### src/rtl/sprite_regs_loader.sv
// ---------------------------------------------------------------------------
// sprite_regs_loader
//
// On a vertical-blank pulse, copies the sprite attribute table
// (4 words per sprite: x, y, shape, enable) from the attribute-table RAM
// into the sprite register file. Words are read in ascending address order
// through a granted read port. Each word is written to register index
// 4n+k exactly two cycles after its read is accepted.
//
// Parameters
//   NUM_SPRITES  number of sprite register sets to load (1..1024)
//   TABLE_BASE   12-bit word address of the first table entry
//
// Ports
//   clk                     clock; all state changes on the rising edge
//   reset_n                 asynchronous active-low reset
//   vblank_start_i          one-cycle load request
//   table_read_o            RAM read request (held until granted)
//   table_addr_o [11:0]     RAM word address
//   table_grant_i           arbiter grant; read accepted on read && grant
//   table_data_i [15:0]     read data, valid one cycle after acceptance
//   register_write_o        sprite register write strobe
//   register_index_o [11:0] sprite register index (0 when not writing)
//   register_write_value_o  sprite register data (0 when not writing)
//   busy_o                  high while a load is in progress (RUN, DRAIN)
//   done_o                  one-cycle pulse when a load completes
//   overrun_o               one-cycle pulse when a request arrives while busy
// ---------------------------------------------------------------------------
module sprite_regs_loader #(
  parameter int          NUM_SPRITES = 8,
  parameter logic [11:0] TABLE_BASE  = 12'h000
) (
  input  logic        clk,
  input  logic        reset_n,
  input  logic        vblank_start_i,
  output logic        table_read_o,
  output logic [11:0] table_addr_o,
  input  logic        table_grant_i,
  input  logic [15:0] table_data_i,
  output logic        register_write_o,
  output logic [11:0] register_index_o,
  output logic [15:0] register_write_value_o,
  output logic        busy_o,
  output logic        done_o,
  output logic        overrun_o
);

  localparam int          WORDS     = 4 * NUM_SPRITES;
  // Index of the final word; fits in 12 bits even for 1024 sprites.
  localparam logic [11:0] LAST_WORD = 12'(WORDS - 1);

  localparam logic [1:0] S_IDLE  = 2'd0;
  localparam logic [1:0] S_RUN   = 2'd1;
  localparam logic [1:0] S_DRAIN = 2'd2;
  localparam logic [1:0] S_DONE  = 2'd3;

  logic [1:0]  state_reg;
  logic [1:0]  state_next;
  logic [11:0] addr_reg;      // next table address to request
  logic [11:0] rd_cnt_reg;    // number of words accepted so far
  logic [11:0] idx_cnt_reg;   // register index of the next captured word
  logic        pend_reg;      // read accepted last cycle: data valid now
  logic        wr_reg;
  logic [11:0] index_reg;
  logic [15:0] value_reg;
  logic        overrun_reg;
  logic        accept;

  assign accept = (state_reg == S_RUN) && table_grant_i;

  always_comb begin
    state_next = state_reg;
    case (state_reg)
      S_IDLE:  if (vblank_start_i) state_next = S_RUN;
      S_RUN:   if (accept && (rd_cnt_reg == LAST_WORD)) state_next = S_DRAIN;
      // The last write is the only one carrying LAST_WORD as its index.
      S_DRAIN: if (wr_reg && (index_reg == LAST_WORD)) state_next = S_DONE;
      default: state_next = S_IDLE;
    endcase
  end

  always_ff @(posedge clk or negedge reset_n) begin
    if (!reset_n) begin
      state_reg   <= S_IDLE;
      addr_reg    <= 12'd0;
      rd_cnt_reg  <= 12'd0;
      idx_cnt_reg <= 12'd0;
      pend_reg    <= 1'b0;
      wr_reg      <= 1'b0;
      index_reg   <= 12'd0;
      value_reg   <= 16'd0;
      overrun_reg <= 1'b0;
    end else begin
      state_reg   <= state_next;
      overrun_reg <= vblank_start_i && (state_reg != S_IDLE);
      pend_reg    <= accept;

      if ((state_reg == S_IDLE) && vblank_start_i) begin
        addr_reg    <= TABLE_BASE;
        rd_cnt_reg  <= 12'd0;
        idx_cnt_reg <= 12'd0;
      end else if (accept) begin
        addr_reg   <= addr_reg + 12'd1;
        rd_cnt_reg <= rd_cnt_reg + 12'd1;
      end

      // Capture stage: data arriving this cycle is written next cycle.
      // Index and value are zeroed in non-write cycles.
      wr_reg <= pend_reg;
      if (pend_reg) begin
        value_reg   <= table_data_i;
        index_reg   <= idx_cnt_reg;
        idx_cnt_reg <= idx_cnt_reg + 12'd1;
      end else begin
        value_reg <= 16'd0;
        index_reg <= 12'd0;
      end
    end
  end

  assign table_read_o           = (state_reg == S_RUN);
  assign table_addr_o           = (state_reg == S_RUN) ? addr_reg : 12'd0;
  assign register_write_o       = wr_reg;
  assign register_index_o       = index_reg;
  assign register_write_value_o = value_reg;
  assign busy_o                 = (state_reg == S_RUN) || (state_reg == S_DRAIN);
  assign done_o                 = (state_reg == S_DONE);
  assign overrun_o              = overrun_reg;

endmodule

### config.mk
export PLATFORM = sky130hd
export DESIGN_NAME = sprite_regs_loader
export DESIGN_NICKNAME = d
export VERILOG_FILES = /design/src/rtl/sprite_regs_loader.sv
export SDC_FILE = /design/constraint.sdc
export NUM_CORES = 1
export LEC_CHECK = 0
export CORE_ASPECT_RATIO = 1.1
export CORE_MARGIN = 5
export CORE_UTILIZATION = 54
export DETAILED_ROUTE_END_ITERATION = 12
export PLACE_DENSITY = 0.84
export SLEW_MARGIN = 20
export SYNTH_ARGS = -nofsm -noshare
export SYNTH_HDL_FRONTEND = slang
export SYNTH_SLANG_ARGS = --single-unit
export TNS_END_PERCENT = 1
### constraint.sdc
create_clock -name clk -period 3 [get_ports clk]
set_clock_uncertainty 0.05 [all_clocks]
set_input_delay 0.6 -clock clk [delete_from_list [all_inputs] [get_ports clk]]
set_output_delay 0.6 -clock clk [all_outputs]
set_load 0.005 [all_outputs]
# Yosys cells after proc, flatten, opt, wreduce, memory -nomap -nowiden
# Index checks and enable logic that the tools add are counted.
[word_totals]
reg_bits = 69
latchBits = 0
ramBits = 0
rom_bits = 0
out_inout_bits = 45
wordCells = 44
memories = 0
[op_classes]
addsub = 3
n_mul = 0
n_div = 0
magnitude_cmp = 0
n_eq_ne = 8
n_shift = 0
mux = 13
bitwise_logic = 0
n_reduce_logical = 11
[ops]
columns = ["cell", "count"]
rows = [
  ["2-to-1 mux 12 bit", 8],
  ["adder 12 x 1 -> 12 bit, second input constant", 3],
  ["== test 12 x 5 -> 1 bit, second input constant", 2],
  ["2-to-1 mux 16 bit", 1],
  ["2-to-1 mux 2 bit", 3],
  ["one-hot mux 2 bit (3 select lines)", 1],
  ["nonzero test 2 bit", 3],
  ["logical AND 1 bit", 5],
  ["== test 2 bit, second input constant", 2],
  ["!= test 2 bit, second input constant", 2],
  ["AND reduction 3 bit", 1],
  ["== test 2 x 1 -> 1 bit, second input constant", 1],
  ["logical NOT 2 bit", 1],
  ["!= test 2 x 1 -> 1 bit, second input constant", 1],
  ["logical OR 1 bit", 1],
]

# Logic depth before layout (Yosys ltp)
# Gate-level depths: netlist (run 1).
[logic_depth]
word_depth = 5
mapped_depth = 7

# Worst setup path after synthesis (run 1)
# No wires, ideal clock.
[synth_timing]
path_type = "register -> register"
from = "register state_reg[1]"
to = "register state_reg[1]"
arrival_time_ns = 1.614
t_required_ns = 2.825
slack_ns = 1.211
path_stages_with_launch = 7
path_buffers = 0
cell_sequence = "dfrtp_1 -> inv_1 -> ha_1 -> nand3_1 -> o31ai_2 -> nand3_1 -> mux2_4"
[synth_via]
elab_chain_len = 5
elab_cells_between_ends = 10
classes_between = "5 x eq/ne; 1 x mux; 4 x reduce/logical"
[synth_lines]
columns = ["item", "line", "source"]
rows = [
  ["start: declaration", "57", "logic [1:0] state_reg;"],
  ["start signal: assignment", "94", "state_reg <= state_next;"],
  ["== test 2 x 1 -> 1 bit *", "--", ""],
  ["via table_read_o", "36", "output logic table_read_o,"],
  ["logical AND 1 bit", "69", "assign accept = (state_reg == S_RUN) && table_grant_i;"],
  ["logical AND 1 bit", "75", "S_RUN: if (accept && (rd_cnt_reg == LAST_WORD)) state_next = S_DRAIN;"],
  ["!= test 2 x 1 -> 1 bit (no line)", "--", ""],
  ["AND reduction 3 bit (no line)", "--", ""],
]
# The timed path passes the listed nets; every way through them passes the cells marked *.
# A chain may end at the register's enable or synchronous reset.

# Worst setup path in the final report (run 1)
[layout_timing]
from = "register state_reg[1]"
to = "output port table_addr_o[9]"
[layout_via]
elab_chain_len = 2
[layout_lines]
columns = ["item", "line", "source"]
rows = [
  ["== test 2 x 1 -> 1 bit", "122", "assign table_addr_o = (state_reg == S_RUN) ? addr_reg : 12'd0;"],
  ["2-to-1 mux 12 bit", "122", ""],
  ["end: declaration", "37", "output logic [11:0] table_addr_o,"],
]
# No other way between the ends.

==> impl_results.md, run 1 <==
- Status: complete, no violations
- Die area: roughly 7100 µm²
- Antenna diodes: 0
- Largest net degree at the start of global routing: 42
- Fill cell count: 409
- Post-CTS Hold Fix Bufs: 0
- Fraction of layout cells with a size suffix above 1: around 7.1%
- Area taken by multi-input logic gates: ~1200 µm²
- Crit share post-route: 87.63%
- Post-Place Worst Slack: slightly below 0.7 ns
- Synthesis warning total: 0
- # rows: 28
- DR pass1 iterations: 4
- CTS buffer count: 9
- Detailed placement HPWL: 4354 µm
- Critical path class: reg -> out
- Pwr Density: about 660 nW/µm²
- Clock sinks: 69
- Clock Tree Root: clkbuf_8
- Syn_nets: 303
- Leakage: 1.816 nW
- Most frequent cells in the layout: 69 x dfrtp_1, 63 x clkdlybuf4s50_1, 40 x and2_1
- Largest register FFs: 16
- Htree depth: 3
- Vias in the first global route: between 2000 and 2500
- CTS clk-pin slew, worst paths: approximately 0.07 ns
- PostCTS Resize Cnt: 0
- Syn_area_per_cell: around 11 µm²
- Total grt overflow: 0
- Buffers added on ports: 64
- Register area share after synthesis: 57.76%
- Routed wire per std cell: ~15 µm
- Vias per inst: ~5.2
- Ys flop type: dfrtp_1
- Worst Hold Class: in -> async
- Area Growth Syn to Fin: 32.15%
- NumNets Final: 373
- Slew @ Worst Pin: between 0.6 and 0.7 ns
- Mapped Cells: between 200 and 300
- Worst-case reg-to-reg path depth: 6
- Detailed Route Iter0 Violations: 100
- Antenna Nets Post-Route: 0
- Starting Density: a little under three fifths
- Slew margin rel.: between 50% and 60%
- RD Place Congestion: 0.7963
- Initial antenna violation count: 0
- I/O Pins: 65
- CP required: around 2.4 ns
- Crit path time final: between 2 and 3 ns
- Fin. Hold Viols: 0
- Worst skew pair latency: between 0.3 and 0.4 ns
- Vias: 2194
- Endpoint class of the critical path: output pin
- Worst r2r src: state_reg[1]$_DFFE_PN0P_
- Kind of launch point of the worst setup path: flip-flop
- Final Worst Setup Slack: 0.3710 ns
- TNS Setup: 0 ns
- CTS max path bufs: 2
- Die span in x: approximately 80 µm
- Chip height: between 80 and 90 µm
- Netlist cell types: 31
- Post-synth EDFFs: 0
- RSZ-0062 raised after global routing: no
- Setup bufs post-CTS: 0
- R2R setup slack: about 0.84 ns
- DRC: 0
- F_max: between 300 and 400 MHz
- Final Max Tran Viols: 0
- Worst VDD drop: around 0.47 mV
- Seq cells post-synth: between 60 and 70
- WL final: 6192 µm
- Core area: approximately 5400 µm²
- CP max FO: 17
- WP data arrival: about 2 ns
- Setup-failing EPs final: 0
- Most common cell after layout, fill and taps aside: dfrtp_1
- First-pass GRT wire length: between 10000 and 15000 µm
- Post-synthesis cell area: between 2000 and 3000 µm²
- Max-Cap Viols: 0
- FF+latch area: about 1700 µm²
- FF-to-FF End: state_reg[1]$_DFFE_PN0P_
- Gr usage total: just under 20%
- CTS tree: yes
- Asr flop ratio synth: between 90% and 100%
## power breakdown
part / leakage, nW / switching (mW) / total (mW) / internal, mW
combinational: 0.759 / 0.298 / 0.601 / 0.303
sequential: 0.947 / 0.106 / 1.14 / 1.03
clock: 0.110 / 0.335 / 0.849 / 0.514
## layer usage
metal | share of wire [%] | vias up | global-route usage (%) | wire length, µm
li1 | - | 1057 | - | -
met1 | 42 | 1061 | 23.81 | 2621
met5 | 0 | - | 0 | 0
met4 | 2.2 | 0 | 8.295 | 134
met2 | 49 | 64 | 32.26 | 3007
met3 | 6.9 | 12 | 7.510 | 430
## worst max path at each step
stage                          endpoint  cells past startpoint                      from  slack, ns
2_1_floorplan  state_reg[1]$_DFFE_PN0P_                      6  state_reg[1]$_DFFE_PN0P_       1.21
3_3_place_gp   state_reg[1]$_DFFE_PN0P_                      5             table_grant_i       0.73
3_5_place_dp            table_addr_o[9]                      4  state_reg[1]$_DFFE_PN0P_       0.69
4_1_cts                 table_addr_o[9]                      4  state_reg[1]$_DFFE_PN0P_       0.30
5_1_grt                 table_addr_o[0]                      4  state_reg[1]$_DFFE_PN0P_       0.15
6_report                table_addr_o[9]                      4  state_reg[1]$_DFFE_PN0P_       0.37
## worst max-delay path, stage by stage (launching register included)
cell and delay [ns]:
dfrtp_1 0.41, inv_1 0.09, ha_1 0.44, and2_1 0.19, clkdlybuf4s50_1 0.50
## through the flow
stage | utilization (%) | area [µm²] | cells | power (mW) | hold WS (ns)
floorplan | - | 2989 | 276 | 1.465 | 0.2544
global placement | 69.02 | 3724 | 410 | 1.736 | 0.4061
detailed placement | 69.02 | 3724 | 410 | 1.764 | 0.4179
CTS | 73.21 | 3950 | 426 | 2.616 | 0.2444
global route | 73.21 | 3950 | 426 | 2.734 | 0.2783
finish | 73.21 | 3950 | 426 | 2.591 | 0.2408
## cells by family (layout without fill, tap and decap cells)
kind of cell	count (synthesis)	count (layout)	share of synthesized area (%)
AND/OR/NAND/NOR	138	138	24.53
adder cells (fa/ha/maj)	7	7	2.930
AO/OA/AOI/OAI	21	21	4.269
flip-flops	69	69	57.76
buffers and inverters	12	87	1.507
multiplexers	8	8	2.846
XOR/XNOR	21	21	6.153
## cell usage after synthesis, types with 2 or more instances
cell,number,share of area [%]
and4_1,2,0.59
nor2_1,28,3.5
xnor2_1,5,1.5
dfrtp_1,69,58
ha_1,7,2.9
nor3_1,2,0.33
a21oi_1,5,0.84
and2_1,40,8.4
nand2b_1,2,0.42
inv_1,3,0.38
nand4_1,11,2.3
a21boi_0,2,0.50
xor2_1,16,4.7
nand2_1,24,3.0
nor2b_1,3,0.63
and3_1,5,1.0
mux2i_1,7,2.3
clkbuf_1,8,1.0
nand3_1,15,2.5
o21ai_0,11,1.8
## layout make-up
cell class              count  share of cell area [%]
flip-flops and latches     69                   43.71
multi-input cells         195                   30.82
clock inverters             3                   1.710
inverters                   4                  0.3801
repair buffers             67                   16.98
clock buffers              13                   4.023
well taps                  75                   2.376
No activity file was read; power rests on OpenSTA's default activity.
==> inputs of run 2 (changes only) <==
--- a/config.mk
+++ b/config.mk
@@ -5,6 +5,7 @@
 export SDC_FILE = /design/constraint.sdc
 export NUM_CORES = 1
 export LEC_CHECK = 0
+export CAP_MARGIN = 15
 export CORE_ASPECT_RATIO = 1.1
 export CORE_MARGIN = 5
 export CORE_UTILIZATION = 54
==> results of run 2 <==
Same layout as run 1: the final DEF is identical, and so are final timing and power.
==> inputs of run 3 (changes only) <==
--- a/config.mk
+++ b/config.mk
@@ -5,13 +5,13 @@
 export SDC_FILE = /design/constraint.sdc
 export NUM_CORES = 1
 export LEC_CHECK = 0
+export ABC_AREA = 1
 export CAP_MARGIN = 15
 export CORE_ASPECT_RATIO = 1.1
 export CORE_MARGIN = 5
-export CORE_UTILIZATION = 54
+export CORE_UTILIZATION = 55
 export DETAILED_ROUTE_END_ITERATION = 12
-export PLACE_DENSITY = 0.84
-export SLEW_MARGIN = 20
+export PLACE_DENSITY = 0.85
 export SYNTH_ARGS = -nofsm -noshare
 export SYNTH_HDL_FRONTEND = slang
 export SYNTH_SLANG_ARGS = --single-unit
==> impl_results.md, run 3 <==
- Status: complete, no violations
- Kind of launch point of the worst setup path: flip-flop
- Clock network fraction of design power: 29.5% (-3.3 points)
- Crit path time final: 2.784 ns (+0.1552 ns)
- Critical path class: reg -> out
- Area taken by multi-input logic gates: 1150 µm² (-5.6%)
- DR pass1 iterations: 4 (unchanged)
- Die area: 7467 µm² (+4.8%)
- Compound-Gate Fraction of Synth Area: 6.391% (+2.1 points)
- RSZ-0062 raised after global routing: no
- Pwr Density: 622.2 nW/µm² (-5.1%)
- Area share of the largest cell type after synthesis: 53.78% (-4.0 points)
- Count leader, synth: nand2_1
- Synth top cells by count: 105 x nand2_1, 80 x inv_1, 69 x dfrtp_1
- Met2 wire len: 4042 µm (+34%)
- Most common cell after layout, fill and taps aside: nand2_1
- F_max: 359.2 MHz (-5.6%)
- Clock Tree Root: clkbuf_8
- Routed wire per std cell: 13.52 µm (-7.0%)
- DRC: 0 (unchanged)
- Die span in x: 82.85 µm (+2.4%)
- # rows: 29 (+3.6%)
- Max-Cap Viols: 0 (unchanged)
- Detailed Route Iter0 Violations: 169 (+69%)
- CTS tree: yes
- Slew @ Worst Pin: 0.7021 ns (+0.01425 ns)
- Htree depth: 3 (unchanged)
- Crit share post-route: 92.81% (+5.2 points)
- Total grt overflow: 0 (unchanged)
- Worst skew pair latency: 0.35 ns (about the same)
- XOR/XNOR Fraction of Synth Area: 0.8184% (-5.3 points)
- PostCTS Resize Cnt: 0 (unchanged)
- CTS buffer count: 9 (unchanged)
- CP max FO: 15 (-2)
- Ys flop type: dfrtp_1
- Top cells by area, synth: dfrtp_1 54%, nand2_1 12%, inv_1 9.4%
- Syn_area_per_cell: 8.149 µm² (-25%)
- Antenna Nets Post-Route: 0 (unchanged)
- Mux cell area share after synthesis: 0% (-2.8 points)
- I/O Pins: 65 (unchanged)
- Fraction of layout cells with a size suffix above 1: 6.823% (-0.30 points)
- Setup-failing EPs final: 0 (unchanged)
- Leakage: 2.258 nW (+24%)
- NumNets Final: 491 (+32%)
- Synthesis warning total: 0 (unchanged)
- Core area: 5733 µm² (+6.3%)
- NetSw: 0.8454 mW (+14%)
- Top sig layer: met4
- Vias: 2748 (+25%)
- Worst Hold Class: in -> async
- FF+latch area: 1727 µm² (unchanged)
- Vias in the first global route: 2838 (+25%)
- Asr flop ratio synth: 100.0% (unchanged)
- Largest family of logic cells by synthesized area: simple AND/OR/NAND/NOR gates
- WL final: 7381 µm (+19%)
- Detailed placement HPWL: 5250 µm (+21%)
- TNS Setup: 0 ns (unchanged)
- Gr usage total: 20.90% (+1.0 points)
- CTS max path bufs: 2 (unchanged)
- Final Max Tran Viols: 0 (unchanged)
- Synth area leader: dfrtp_1
- Flop pwr share: 43.8% (-0.2 points)
- Endpoint class of the critical path: output pin
- Starting Density: 56.00% (+0.60 points)
- RD Place Congestion: 0.8611 (+8.1%)
- Antenna diodes: 0 (unchanged)
- CTS clk-pin slew, worst paths: 0.07 ns (about the same)
- Worst VDD drop: 0.5315 mV (+14%)
- Post-CTS Hold Fix Bufs: 0 (unchanged)
- Mapped Cells: 394 (+43%)
- Post-synthesis simple-gate area fraction: 25.88% (+1.3 points)
- Chip height: 90.13 µm (+2.4%)
- Clock sinks: 69 (unchanged)
- Combinational Power Share: 26.8% (+3.6 points)
- Post-synth EDFFs: 0 (unchanged)
- Post-route met1 wirelength: 2768 µm (+5.6%)
- Final Worst Setup Slack: 0.2158 ns (-0.1552 ns)
- Fill cell count: 475 (+16%)
- Seq cells post-synth: 69 (unchanged)
- Syn_nets: 421 (+39%)
- WP data arrival: 2.13 ns (+0.15 ns)
- Net Sw Frac: 32.82% (+4.3 points)
- Post-synthesis cell area: 3211 µm² (+7.4%)
- First-pass GRT wire length: 12590 µm (+18%)
- Tot Pwr: 2.576 mW (-0.58%)
- Most frequent cells in the layout: 105 x nand2_1, 80 x inv_1, 69 x dfrtp_1
- Fin. Hold Viols: 0 (unchanged)
- Netlist cell types: 31 (unchanged)
- Routed wl met3: 409 µm (-4.9%)
- CP required: 2.35 ns (about the same)
- Post-Place Worst Slack: 0.6107 ns (-0.07489 ns)
- Area Growth Syn to Fin: 28.96%
- Setup bufs post-CTS: 0 (unchanged)
- Initial antenna violation count: 0 (unchanged)
- P_int: 1.731 mW (-6.5%)
- Vias per inst: 5.033 (-2.3%)
- Largest net degree at the start of global routing: 60 (+43%)
- Largest register FFs: 16 (unchanged)
- Buffers added on ports: 64 (unchanged)
- Slew margin rel.: 53.20% (-0.95 points)
- Adder-Cell Fraction of Synth Area: 2.728% (-0.20 points)
- Register area share after synthesis: 53.78% (-4.0 points)
==> run 3: cell count changes after synthesis, moves of 5 or more <==
cell and change:
nor2_1 +14, and2_1 -40, nand2_1 +81, a21oi_1 +9
nor3_1 +6, xor2_1 -13, mux2i_1 -7, inv_1 +77
nand4_1 -6, xnor2_1 -5
==> run 3: path summary, 6_finish.rpt <==
path	from	endpoint	slack (ns)	cells past startpoint
max in group asynchronous	reset_n	idx_cnt_reg[11]$_DFFE_PN0P_	2.25	2
worst min register to register	idx_cnt_reg[11]$_DFFE_PN0P_	register_index_o[11]$_DFF_PN0_	0.44	2
worst max-delay path	state_reg[1]$_DFFE_PN0P_	table_addr_o[9]	0.22	5
worst min-delay path	reset_n	register_write_value_o[1]$_DFF_PN0_	0.06	1
min in group clk	idx_cnt_reg[11]$_DFFE_PN0P_	register_index_o[11]$_DFF_PN0_	0.44	2
worst max register to register	state_reg[1]$_DFFE_PN0P_	addr_reg[10]$_DFFE_PN0P_	0.90	9
==> run 3: kinds of logic after synthesis <==
logic type,Yosys count
buffers and inverters,88
adders and majority gates,7
xor gates and xnor gates,3
DFF,69
AOI/OAI and AO/OA,36
and+or+nand+nor,191
==> run 3: area by class of cell <==
| type | instances | area share, % |
|---|---|---|
| clock buffers | 10 | 3.324 |
| clock inverters | 6 | 1.511 |
| well taps | 77 | 2.327 |
| inverters | 81 | 7.344 |
| flip-flops and latches | 69 | 41.70 |
| repair buffers | 66 | 16.02 |
| multi-input cells | 237 | 27.77 |
==> run 3: metrics by stage <==
step	hold slack [ns]	util [%]	std cells	instance area [µm²]
after floorplan	0.2544	-	394	3211
after global placement	0.4041	68.73	530	3940
after detailed placement	0.4296	68.73	530	3940
after CTS	0.06237	72.22	546	4140
after global routing	0.07494	72.22	546	4140
final	0.06298	72.22	546	4140
==> run 3: power groups by stage <==
stage | clock network, mW | logic [mW] | registers (mW)
finish | 0.759 | 0.689 | 1.13
floorplan | 0 | 0.401 | 1.12
detailed placement | 0 | 0.686 | 1.15
CTS | 0.769 | 0.695 | 1.13
global route | 0.817 | 0.765 | 1.14
global placement | 0 | 0.658 | 1.14
==> run 3: worst max-delay path: stages, from the launching register on <==
cell and delay (ns):
dfrtp_1 0.42, inv_1 0.10, ha_1 0.55, nand2_1 0.14
inv_1 0.08, clkdlybuf4s50_1 0.49
==> run 3: routing by layer <==
metal | global-route usage, % | up-vias
met5 | 0 | -
met4 | 10.08 | 0
met3 | 4.936 | 17
met2 | 38.17 | 85
met1 | 22.43 | 1308
li1 | - | 1338
